$ cat src/rtl/uart_pkg.sv
// ============================================================================
// Module   : uart_pkg
// Purpose  : Shared types and helpers for the UART transmit arbiter slice.
// Revision : 1.0
// ============================================================================
`default_nettype none

package uart_pkg;

    typedef enum logic [0:0] {
        ARB_IDLE   = 1'b0,
        ARB_LOCKED = 1'b1
    } arb_state_t;

    localparam int DATA_BITS_DEFAULT = 8;

    typedef logic [DATA_BITS_DEFAULT-1:0] uart_byte_t;

    // Width that can hold an index below n; never returns zero.
    function automatic int safe_clog2(input int n);
        return (n <= 2) ? 1 : $clog2(n);
    endfunction

endpackage

`default_nettype wire

$ cat src/rtl/rr_pick.sv
// ============================================================================
// Module   : rr_pick
// Purpose  : Combinational round-robin finder: first set request strictly
//            after the pointer, with wrap-around.
// Revision : 1.0
// ============================================================================
`default_nettype none

module rr_pick #(
    parameter int NUM_REQ = 4,
    parameter int IDX_W   = 2
) (
    input  logic [NUM_REQ-1:0] i_req,
    input  logic [IDX_W-1:0]   i_ptr,
    output logic [IDX_W-1:0]   o_idx,
    output logic               o_found
);

    // Scanning from the farthest offset down lets the nearest hit win.
    always_comb begin
        int                w_pos;
        logic [IDX_W-1:0]  w_sel;
        w_pos   = 0;
        w_sel   = '0;
        o_idx   = '0;
        o_found = 1'b0;
        for (int k = NUM_REQ; k >= 1; k--) begin
            w_pos = (int'(i_ptr) + k) % NUM_REQ;
            w_sel = IDX_W'(w_pos);
            if (i_req[w_sel]) begin
                o_idx   = w_sel;
                o_found = 1'b1;
            end
        end
    end

endmodule

`default_nettype wire

$ cat src/rtl/uart_tx_arbiter.sv
// ============================================================================
// Module   : uart_tx_arbiter
// Purpose  : Message-granular round-robin arbiter sharing one UART TX byte
//            port between NUM_REQ requesters, with a registered output stage.
// Revision : 1.0
// ============================================================================
`default_nettype none

module uart_tx_arbiter
    import uart_pkg::*;
#(
    parameter int  NUM_REQ      = 4,
    parameter int  DATA_BITS    = 8,
    parameter int  HOLD_TIMEOUT = 1024,
    localparam int ID_W         = safe_clog2(NUM_REQ),
    localparam int CNT_W        = safe_clog2(HOLD_TIMEOUT + 1)
) (
    input  logic                         clk,
    input  logic                         rst_n,
    input  logic [NUM_REQ*DATA_BITS-1:0] req_data,
    input  logic [NUM_REQ-1:0]           req_valid,
    input  logic [NUM_REQ-1:0]           req_last,
    output logic [NUM_REQ-1:0]           req_ready,
    output logic [DATA_BITS-1:0]         tx_data,
    output logic                         tx_valid,
    input  logic                         tx_ready,
    output logic [ID_W-1:0]              grant_id,
    output logic                         locked,
    output logic                         timeout_pulse
);

    arb_state_t           r_state;
    arb_state_t           w_state_nxt;
    logic [ID_W-1:0]      r_grant;
    logic [ID_W-1:0]      w_grant_nxt;
    logic [ID_W-1:0]      r_ptr;
    logic [ID_W-1:0]      w_ptr_nxt;
    logic [CNT_W-1:0]     r_idle;
    logic [CNT_W-1:0]     w_idle_nxt;
    logic                 w_timeout;
    logic [DATA_BITS-1:0] r_tx_data;
    logic                 r_tx_valid;
    logic                 r_timeout;

    logic [ID_W-1:0]      w_pick_idx;
    logic                 w_pick_found;
    logic                 w_gnt_valid;
    logic                 w_gnt_last;
    logic [DATA_BITS-1:0] w_gnt_data;
    logic                 w_buf_ready;
    logic                 w_accept;

    rr_pick #(
        .NUM_REQ (NUM_REQ),
        .IDX_W   (ID_W)
    ) u_rr_pick (
        .i_req   (req_valid),
        .i_ptr   (r_ptr),
        .o_idx   (w_pick_idx),
        .o_found (w_pick_found)
    );

    assign w_gnt_valid = req_valid[r_grant];
    assign w_gnt_last  = req_last[r_grant];
    assign w_gnt_data  = req_data[int'(r_grant)*DATA_BITS +: DATA_BITS];
    // Single-entry buffer: refill in the same cycle the transmitter drains it.
    assign w_buf_ready = !r_tx_valid || tx_ready;
    assign w_accept    = (r_state == ARB_LOCKED) && w_gnt_valid && w_buf_ready;

    always_comb begin
        w_state_nxt = r_state;
        w_grant_nxt = r_grant;
        w_ptr_nxt   = r_ptr;
        w_idle_nxt  = r_idle;
        w_timeout   = 1'b0;
        req_ready   = '0;
        case (r_state)
            ARB_IDLE: begin
                if (w_pick_found) begin
                    w_state_nxt = ARB_LOCKED;
                    w_grant_nxt = w_pick_idx;
                    w_idle_nxt  = '0;
                end
            end
            ARB_LOCKED: begin
                req_ready[r_grant] = w_buf_ready;
                if (w_gnt_valid) begin
                    w_idle_nxt = '0;
                    if (w_accept && w_gnt_last) begin
                        w_state_nxt = ARB_IDLE;
                        w_ptr_nxt   = r_grant;
                    end
                end else if (HOLD_TIMEOUT > 0) begin
                    // Release on the cycle the idle count would reach the limit.
                    if (r_idle == CNT_W'(HOLD_TIMEOUT - 1)) begin
                        w_state_nxt = ARB_IDLE;
                        w_ptr_nxt   = r_grant;
                        w_idle_nxt  = '0;
                        w_timeout   = 1'b1;
                    end else if (r_idle != '1) begin
                        w_idle_nxt = r_idle + 1'b1;
                    end
                end
            end
            default: begin
                w_state_nxt = ARB_IDLE;
            end
        endcase
    end

    always_ff @(posedge clk or negedge rst_n) begin
        if (!rst_n) begin
            r_state   <= ARB_IDLE;
            r_grant   <= '0;
            r_ptr     <= ID_W'(NUM_REQ - 1);
            r_idle    <= '0;
            r_timeout <= 1'b0;
        end else begin
            r_state   <= w_state_nxt;
            r_grant   <= w_grant_nxt;
            r_ptr     <= w_ptr_nxt;
            r_idle    <= w_idle_nxt;
            r_timeout <= w_timeout;
        end
    end

    always_ff @(posedge clk or negedge rst_n) begin
        if (!rst_n) begin
            r_tx_data  <= '0;
            r_tx_valid <= 1'b0;
        end else if (w_accept) begin
            r_tx_data  <= w_gnt_data;
            r_tx_valid <= 1'b1;
        end else if (tx_ready) begin
            r_tx_valid <= 1'b0;
        end
    end

    assign tx_data       = r_tx_data;
    assign tx_valid      = r_tx_valid;
    assign grant_id      = r_grant;
    assign locked        = (r_state == ARB_LOCKED);
    assign timeout_pulse = r_timeout;

endmodule

`default_nettype wire

$ cat config.mk
export PLATFORM = sky130hd
export DESIGN_NAME = uart_tx_arbiter
export DESIGN_NICKNAME = d
export VERILOG_FILES = /design/src/rtl/uart_pkg.sv /design/src/rtl/rr_pick.sv /design/src/rtl/uart_tx_arbiter.sv
export SDC_FILE = /design/constraint.sdc
export NUM_CORES = 1
export LEC_CHECK = 0
export CAP_MARGIN = 40
export CORE_UTILIZATION = 30
export CTS_CLUSTER_SIZE = 28
export DETAILED_ROUTE_END_ITERATION = 10
export PLACE_DENSITY = 0.67
export RECOVER_POWER = 100
export REMOVE_ABC_BUFFERS = 1
export SKIP_CTS_REPAIR_TIMING = 1
export SLEW_MARGIN = 20
export SYNTH_ARGS = -nofsm -noshare
export SYNTH_HDL_FRONTEND = slang
export SYNTH_SLANG_ARGS = --single-unit
$ cat constraint.sdc
create_clock -name clk -period 1.76 [get_ports clk]
set_clock_uncertainty 0.2 [all_clocks]
set_input_delay 0.352 -clock clk [delete_from_list [all_inputs] [get_ports clk]]
set_output_delay 0.352 -clock clk [all_outputs]
set_load 0.01 [all_outputs]
# Yosys cells after proc, flatten, opt, wreduce, memory -nomap -nowiden
# Cells that the tools add are included.
[word_totals]
register_bits = 26
latch_bits = 0
mem_bits_rw = 0
mem_bits_ro = 0
output_inout_bits = 17
word_cells = 78
memories = 0
[classes]
n_addsub = 5
multipliers = 0
div_mod_pow = 0
magnitude_cmp = 6
eq_ne = 5
n_shift = 1
muxes = 41
n_bitwise = 2
reduce_logical = 11
[ops]
columns = ["op", "count"]
rows = [
  ["$mux W11", 4],
  ["$shiftx A32 B6 Y8", 1],
  ["$pmux W11 S2", 1],
  ["$mux W1", 20],
  ["$lt A2 B3 Y1 const B", 5],
  ["$mux W2", 7],
  ["$bmux W1 S2", 6],
  ["$add A11 B1 Y11 const B", 1],
  ["$eq A11 B10 Y1 const B", 1],
  ["$ne A11 B11 Y1 const B", 1],
  ["$add A2 B1 Y2 const B", 2],
  ["$add A2 B2 Y2 const B", 2],
  ["$and A4 B4 Y4", 1],
  ["$logic_and A1 B1 Y1", 4],
  ["$mux W4", 1],
  ["$ne A2 B1 Y1 const B", 2],
  ["$ne A4 B1 Y1 const B", 1],
  ["$reduce_and A2 Y1", 2],
  ["$reduce_bool A2 Y1", 2],
  ["$reduce_and A3 Y1", 1],
  ["$demux W1 S2", 1],
  ["$ge A2 B1 Y1 const B", 1],
  ["$pmux W1 S2", 1],
  ["$logic_not A1 Y1", 1],
  ["other kinds (2)", 2],
]

# Logic depth before layout (Yosys ltp)
[logic_depth]
ltp_word = 9
ltp_mapped = 7

# By module
# From an unflattened synthesis, not the netlist that was laid out.
[unflattened]
cells_unflattened = 139
area_unflattened_um2 = 1579.0
[by_module_without_submodules]
columns = ["mod", "instances", "cells_each", "area_per_inst_um2", "seq_area_each_um2"]
rows = [
  ["uart_tx_arbiter", 1, 125, 1487.7, 653.1],
  ["rr_pick", 1, 14, 91.3, 0.0],
]

# Worst setup path after synthesis
# No wires, ideal clock.
[synth_timing]
path_kind = "reg-to-reg"
from = "register r_grant[0], in the netlist grant_id[0]"
to = "register r_ptr[0]"
setup_ns = 0.082
arrival_ns = 1.734
t_required_ns = 1.478
slack_ns = -0.256
path_stages_with_launch = 7
n_path_buf = 1
path_cell_list = "dfrtp_1 -> buf_6 -> mux4_2 -> nand3_4 -> nor2b_2 -> nor2_2 -> mux2_2"
[synth_via]
elab_chain_cells = 7
word_cells_on_any_way = 13
[synth_lines]
columns = ["item", "line", "text"]
rows = [
  ["start, declared", "uart_tx_arbiter.sv:34", "logic [ID_W-1:0] r_grant;"],
  ["start signal, assigned", "uart_tx_arbiter.sv:120", "r_grant <= w_grant_nxt;"],
  ["$bmux W1 S2", "uart_tx_arbiter.sv:63", "assign w_gnt_valid = req_valid[r_grant];"],
  ["$mux W1 (implied by the code)", "uart_tx_arbiter.sv:63", ""],
  ["$logic_and A1 B1 Y1 (2 in a row)", "uart_tx_arbiter.sv:68", "assign w_accept = (r_state == ARB_LOCKED) && w_gnt_valid && w_buf_ready;"],
  ["$logic_and A1 B1 Y1", "uart_tx_arbiter.sv:89", "if (w_accept && w_gnt_last) begin"],
  ["$ne A2 B1 Y1 (no source line)", "-", ""],
  ["$reduce_and A3 Y1 (no source line)", "-", ""],
  ["end signal, assigned", "uart_tx_arbiter.sv:115", "r_ptr <= ID_W'(NUM_REQ - 1);"],
  ["end signal, assigned", "uart_tx_arbiter.sv:121", "r_ptr <= w_ptr_nxt;"],
  ["end, declared", "uart_tx_arbiter.sv:36", "logic [ID_W-1:0] r_ptr;"],
]
# Several ways; a longest one is shown, not always the timed one. The select of a mux whose other input is x is not followed.
# A chain may end at the register's enable or synchronous reset.

# Worst setup path in the final report
[layout_timing]
from = "register r_grant[0], in the netlist grant_id[0]"
to = "register r_tx_data[7], in the netlist tx_data[7]"
[layout_via]
elab_chain_cells = 4
word_cells_on_any_way = 5
[layout_lines]
columns = ["item", "line", "text"]
rows = [
  ["parallel branches: the longest is 4 deep, another holds $shiftx A32 B6 Y8", "-", ""],
  ["end signal, assigned", "uart_tx_arbiter.sv:132", "r_tx_data <= w_gnt_data;"],
  ["end, declared", "uart_tx_arbiter.sv:41", "logic [DATA_BITS-1:0] r_tx_data;"],
]
# Parallel ways; which one is timed is not known. The select of a mux whose other input is x is not followed.

==> metrics.txt <==
Max-Cap Viols 0; P&R area growth vs syn 65.69%; final-stage net count 278; share of the synthesized area in the top cell type 0.3596; pwr dens 1379 nW/µm²; Clock Sinks 26; most frequent cell after synthesis dfrtp_1; crit path max fanout 8; Cell Area, Synth 1670 µm²; clock buffer depth 2; number of global-route vias before repair 1454; Num CTS Buffers 3; post-route clock period utilization 1.080; Post-Route WL 4.518 mm; crit path cell chain mux4_2, nand3_4, buf_12, mux2_4; post-route setup slack -0.1416 ns; FMAX 525.9 MHz; DRT iter0 DRCs 56; CP top delay family multiplexers; fin cells 303; DRT Pass-1 Iters 4; Crit path buffers/inverters 1; Clk pin slew, worst setup/hold paths 0.09 ns; GP Congestion 0.8591; CP required 1.72 ns; Seq/Total Area, Yosys 0.3910; status finished, violations left; Worst Max-Slew Pin Slew 0.5414 ns; Final Slew Violations 0; Post-Synth Adder-Cell Area 0.007491; DR WL/cell 14.91 µm; top post-synthesis cells by area dfrtp_1 36%, mux4_2 9.4%, mux2_2 8.1%; total track usage 0.1457; synthesized flop and latch total 26; number of enable flip-flop cells after synthesis 0; Post-Syn Instances 145; Worst Setup End Kind flip-flop; Core Area 5238 µm²; asr flop ratio synth 1.000; layout cells sized above 1 0.3777; post-synthesis mux area share 0.2442; Hold WC Path Type in2async; Final Hold Vio Count 0; Max transition margin 0.6391; min Tclk post-route 1.902 ns; kind of critical path reg2reg; global-route wire length before repair 6.844 mm; reg-to-reg slack, setup -0.14 ns; top_reg_cell synth dfrtp_1; Post-Place Worst Slack -0.5905 ns; Synth area leader dfrtp_1; hpwl dp 3.355 mm; Die Area 5870 µm²; Max VDD drop 822.7 µV; crit start category flip-flop; DRC Markers 0; worst-skew pair later-pin latency 0.27 ns; IO buf count 59; main combinational cell family by area after synthesis multiplexers; Via density 4.809; initial antenna violation count 0; post-synthesis xor/xnor area fraction 0.03670; remaining global-route overflow 0; pin count of the biggest net entering global routing 15; failing checks setup timing; htree depth 1; Die Y 76.62 µm; placed insts 299; Leakage 1.238 nW; complex-gate fraction of the synthesized area 0.1146; Synth Warn # 0; critical path's slowest cell mux4_2; CTS tree built; clk root buf clkbuf_8; Cell variety after synth 43; row cnt 26; CP Data Arrival Time 1.86 ns; Setup violations, final 24; Post-synth top cells 24 x dfrtp_1, 15 x nor2_1, 12 x mux2_2, 9 x nand2_1; Initial Util 0.3189; boundary pin count 60; number of fill cells 475; Inserted Diodes 0; max incr delay on CP 0.56 ns; via count 1457; post-synthesis simple-gate area fraction 0.1670; ANT nets after route 0; setup repair after global routing missed its margin yes; Mean Syn Cell Area 11.52 µm²; die width 76.62 µm; hold slack final 0.2293 ns
## cells in the final DEF (no fill, tap or decap), types with 5 or more instances in the layout
master and n:
o21ai_0 6, nand2_1 6, mux2_4 13, dfrtp_1 21, inv_1 5, nor2_1 13, dlymetal6s2s_1 8, xnor2_1 7
buf_4 23, clkdlybuf4s50_1 43, mux4_2 7
## worst reg2reg max path: cells and delay by family (launching register included)
kind | cells | cell delay [ns]
flops | 1 | 0.46
buf+inv | 1 | 0.15
mux | 2 | 0.87
simple gates | 1 | 0.11
## through the flow
step / total power [W] / utilization / setup TNS (ns) / instance area (µm²)
final: 0.003817 / 0.5284 / -2.234 / 2768
after global routing: 0.004052 / 0.5284 / -3.422 / 2768
after CTS: 0.003522 / 0.4993 / -8.109 / 2615
after detailed placement: 0.003116 / 0.4888 / -14.25 / 2560
after global placement: 0.003071 / 0.4888 / -13.78 / 2560
after floorplan: 0.002069 / - / -8.460 / 1624
## cell type report
type                    count  area, µm²  area share
clock buffers               4      55.05     0.01989
inverters                   5      18.77    0.006781
multi-input cells         108       1091      0.3942
flip-flops and latches     26      656.9      0.2373
well taps                  70      87.58     0.03165
repair buffers             90      858.3      0.3101
## path summary, 6_finish.rpt
check,startpoint,end,cells after the start
setup / recovery,grant_id[0],tx_data[7],4
max in group asynchronous,rst_n,locked,2
hold reg to reg,tx_data[6],tx_data[6],1
setup reg to reg,grant_id[0],tx_data[7],4
hold / removal,rst_n,r_idle[3],1
min in group clk,tx_data[6],tx_data[6],1
## flip-flops by register name, summed over array words and instances (netlist names)
| name | flops |
|---|---|
| r_idle | 11 |
| tx_data | 8 |
| grant_id | 2 |
| r_ptr | 2 |
| locked | 1 |
| timeout_pulse | 1 |
| tx_valid | 1 |
## where the power goes
group | leakage [nW] | internal (W) | total, W | switching [W]
registers | 0.323 | 0.000817 | 0.000997 | 0.000180
clock network | 0.0288 | 0.000200 | 0.000389 | 0.000189
logic | 0.886 | 0.00143 | 0.00243 | 0.000998
total | 1.24 | 0.00245 | 0.00382 | 0.00137
## cells by family (layout without fill, tap and decap cells)
| kind of cell | Yosys count | count (layout) |
|---|---|---|
| flip-flops | 26 | 26 |
| XOR/XNOR | 7 | 7 |
| AO/OA/AOI/OAI | 27 | 27 |
| buffers and inverters | 11 | 99 |
| multiplexers | 25 | 25 |
| AND/OR/NAND/NOR | 48 | 48 |
| adder cells (fa/ha/maj) | 1 | 1 |
## routing by layer
layer  vias to the layer above  track usage  wire [µm]
met5                         -            0          0
met2                        33       0.2559       2323
met4                         0      0.01154         34
met1                       704       0.1903       1997
met3                         4      0.03114        163
li1                        716            -          -
Note: power is estimated with default switching activity, not from simulation.
==> variant: new RTL, same settings <==
The output `timeout_pulse` loses its register stage (`r_timeout` becomes a continuous assignment).
--- a/src/rtl/uart_tx_arbiter.sv
+++ b/src/rtl/uart_tx_arbiter.sv
@@ -114,15 +114,15 @@
             r_grant   <= '0;
             r_ptr     <= ID_W'(NUM_REQ - 1);
             r_idle    <= '0;
-            r_timeout <= 1'b0;
         end else begin
             r_state   <= w_state_nxt;
             r_grant   <= w_grant_nxt;
             r_ptr     <= w_ptr_nxt;
             r_idle    <= w_idle_nxt;
-            r_timeout <= w_timeout;
         end
     end
+
+    assign r_timeout = w_timeout;
 
     always_ff @(posedge clk or negedge rst_n) begin
         if (!rst_n) begin
Behaviour: same outputs for any inputs over 4 cycles, from zero or initial values and one cycle with rst_n low; that may be too few to reach the edited logic, so the function may still have changed.
==> variant against the original RTL <==
  * The flow still finishes with violations (negative setup slack)
  * Count of clock-buffer cells in the layout is 1 lower
  * Via count increased by 9.8%
  * Routed wire length up 6.5%
  * Critical path type is now primary input to primary output
  * Non-clock buffer count is 13 higher
  * Die area decreased by 5.8%
  * Largest cell class unchanged
  * Critical endpoint is now timeout_pulse
  * Final area increased by 3.1%
  * Synthesized area fell by 6.0%
  * Worst hold slack improved by 91 ps
  * Register-to-register slack lost 98 ps
  * Worst setup slack lost 230 ps
  * Total power decreased by 0.61%
  * Sequential cell count decreased by 1
==> variant: results <==
export IMPL_synthAdderAreaFrac_pct=0.797
export IMPL_violations="negative setup slack"
export IMPL_fillers=422
export IMPL_ys_top_cells_by_area="dfrtp_1 (37%), mux4_2 (13%), mux2_2 (6.5%), dfstp_2 (3.3%), nand2_1 (3.1%)"
export IMPL_status="complete, but fails checks"
export IMPL_clk_pin_slew_worst_paths_ps=90
export IMPL_grt_pass1_vias=1580
export IMPL_finalWirelength_mm=4.81
export IMPL_synthArstFlopShare_pct=100
export IMPL_synth_seq_area_share_pct=40.0
export IMPL_synth_common_cells="dfrtp_1 (23), nand2_1 (13), nor2_1 (12)"
export IMPL_hpwl_mm=3.28
export IMPL_antenna_found_initial=0
export IMPL_cts_inserted_buffers=3
export IMPL_setup_tns_ps=-6010
export IMPL_track_usage_pct=16.6
export IMPL_synth_distinct_cells=40
export IMPL_root_buffer="clkbuf_8"
export IMPL_num_antenna_cells=0
export IMPL_synth_xor_area_share_pct=1.67
export IMPL_placedInstanceArea_um2=2510
export IMPL_synth_compound_area_share_pct=9.96
export IMPL_cts_htree_levels=1
export IMPL_clock_latency_ps=270
export IMPL_placed_cells=303
export IMPL_setup_ws_ps=-368
export IMPL_setup_viol=28
export IMPL_synth_area_per_cell_um2=10.7
export IMPL_io_buffers=59
export IMPL_cts_buffer_depth=2
export IMPL_final_layout_size_suffix_gt1_share_pct=41.3
export IMPL_final_cells=314
export IMPL_fin_nets=292
export IMPL_hp_class="flop to flop"
export IMPL_regMostFlops="r_idle"
export IMPL_largest_reg_flops=11
export IMPL_ir_drop_uv=816
export IMPL_grt_pass1_wl_mm=7.03
export IMPL_drt_iter0_markers=36
export IMPL_synthMuxAreaShare_pct=24.7
export IMPL_path_max_fanout=2
export IMPL_synth_top_flop_cell="dfrtp_1"
export IMPL_pre_cts_slack_ps=-955
export IMPL_ys_warnings_count=0
export IMPL_power_leakage_nw=1.27
export IMPL_postLayoutCoreUtil_pct=58.5
export IMPL_first_pass_iters=4
export IMPL_worst_pin_slew_ps=643
export IMPL_grt_max_degree=26
export IMPL_place_congestion=0.851
export IMPL_vias_per_cell=5.10
[variant: routing by layer]
layer	global-route usage, %	share of wire (%)	routed length, um
met1	19.9	43	2050
met2	31.0	52	2530
met3	2.44	3.6	175
met4	4.19	1.2	57
met5	0	0	0
[variant: path summary, 6_finish.rpt]
kind | from | endpoint | slack, ps | cells past startpoint
min in group asynchronous | rst_n | r_idle[5]$_DFFE_PN0P_ | 420 | 2
hold / removal | tx_data[1]$_DFFE_PN0P_ | tx_data[1]$_DFFE_PN0P_ | 320 | 1
setup reg to reg | grant_id[0]$_DFFE_PN0P_ | tx_data[0]$_DFFE_PN0P_ | -240 | 5
hold reg to reg | tx_data[1]$_DFFE_PN0P_ | tx_data[1]$_DFFE_PN0P_ | 320 | 1
setup / recovery | req_valid[2] | timeout_pulse | -370 | 5
max in group asynchronous | rst_n | grant_id[1]$_DFFE_PN0P_ | 490 | 2
[variant: cell type report]
| type | instances | share of cell area [%] |
|---|---|---|
| tap | 67 | 2.94 |
| inverter | 6 | 0.877 |
| clock inverter | 1 | 0.263 |
| sequential | 25 | 22.1 |
| clock buffer | 3 | 1.45 |
| timing repair buffer | 103 | 34.4 |
| multi-input combinational | 109 | 38.1 |
[variant: critical path, cell delays in order]
cell	delay (ps)
clkdlybuf4s50_1	420
mux2_2	300
o22a_4	210
nor4_4	140
buf_2	170
[variant: logic make-up after synthesis]
kind of cell / after synthesis
AND/OR/NAND/NOR: 56
AO/OA/AOI/OAI: 25
flip-flops: 25
multiplexers: 24
buffers and inverters: 13
XOR/XNOR: 3
adder cells (fa/ha/maj): 1
[variant: power breakdown]
group	internal [mW]	switching [mW]	total [mW]
registers	0.783	0.142	0.925
clock network	0.161	0.197	0.358
logic	1.46	1.05	2.51
total	2.41	1.39	3.79
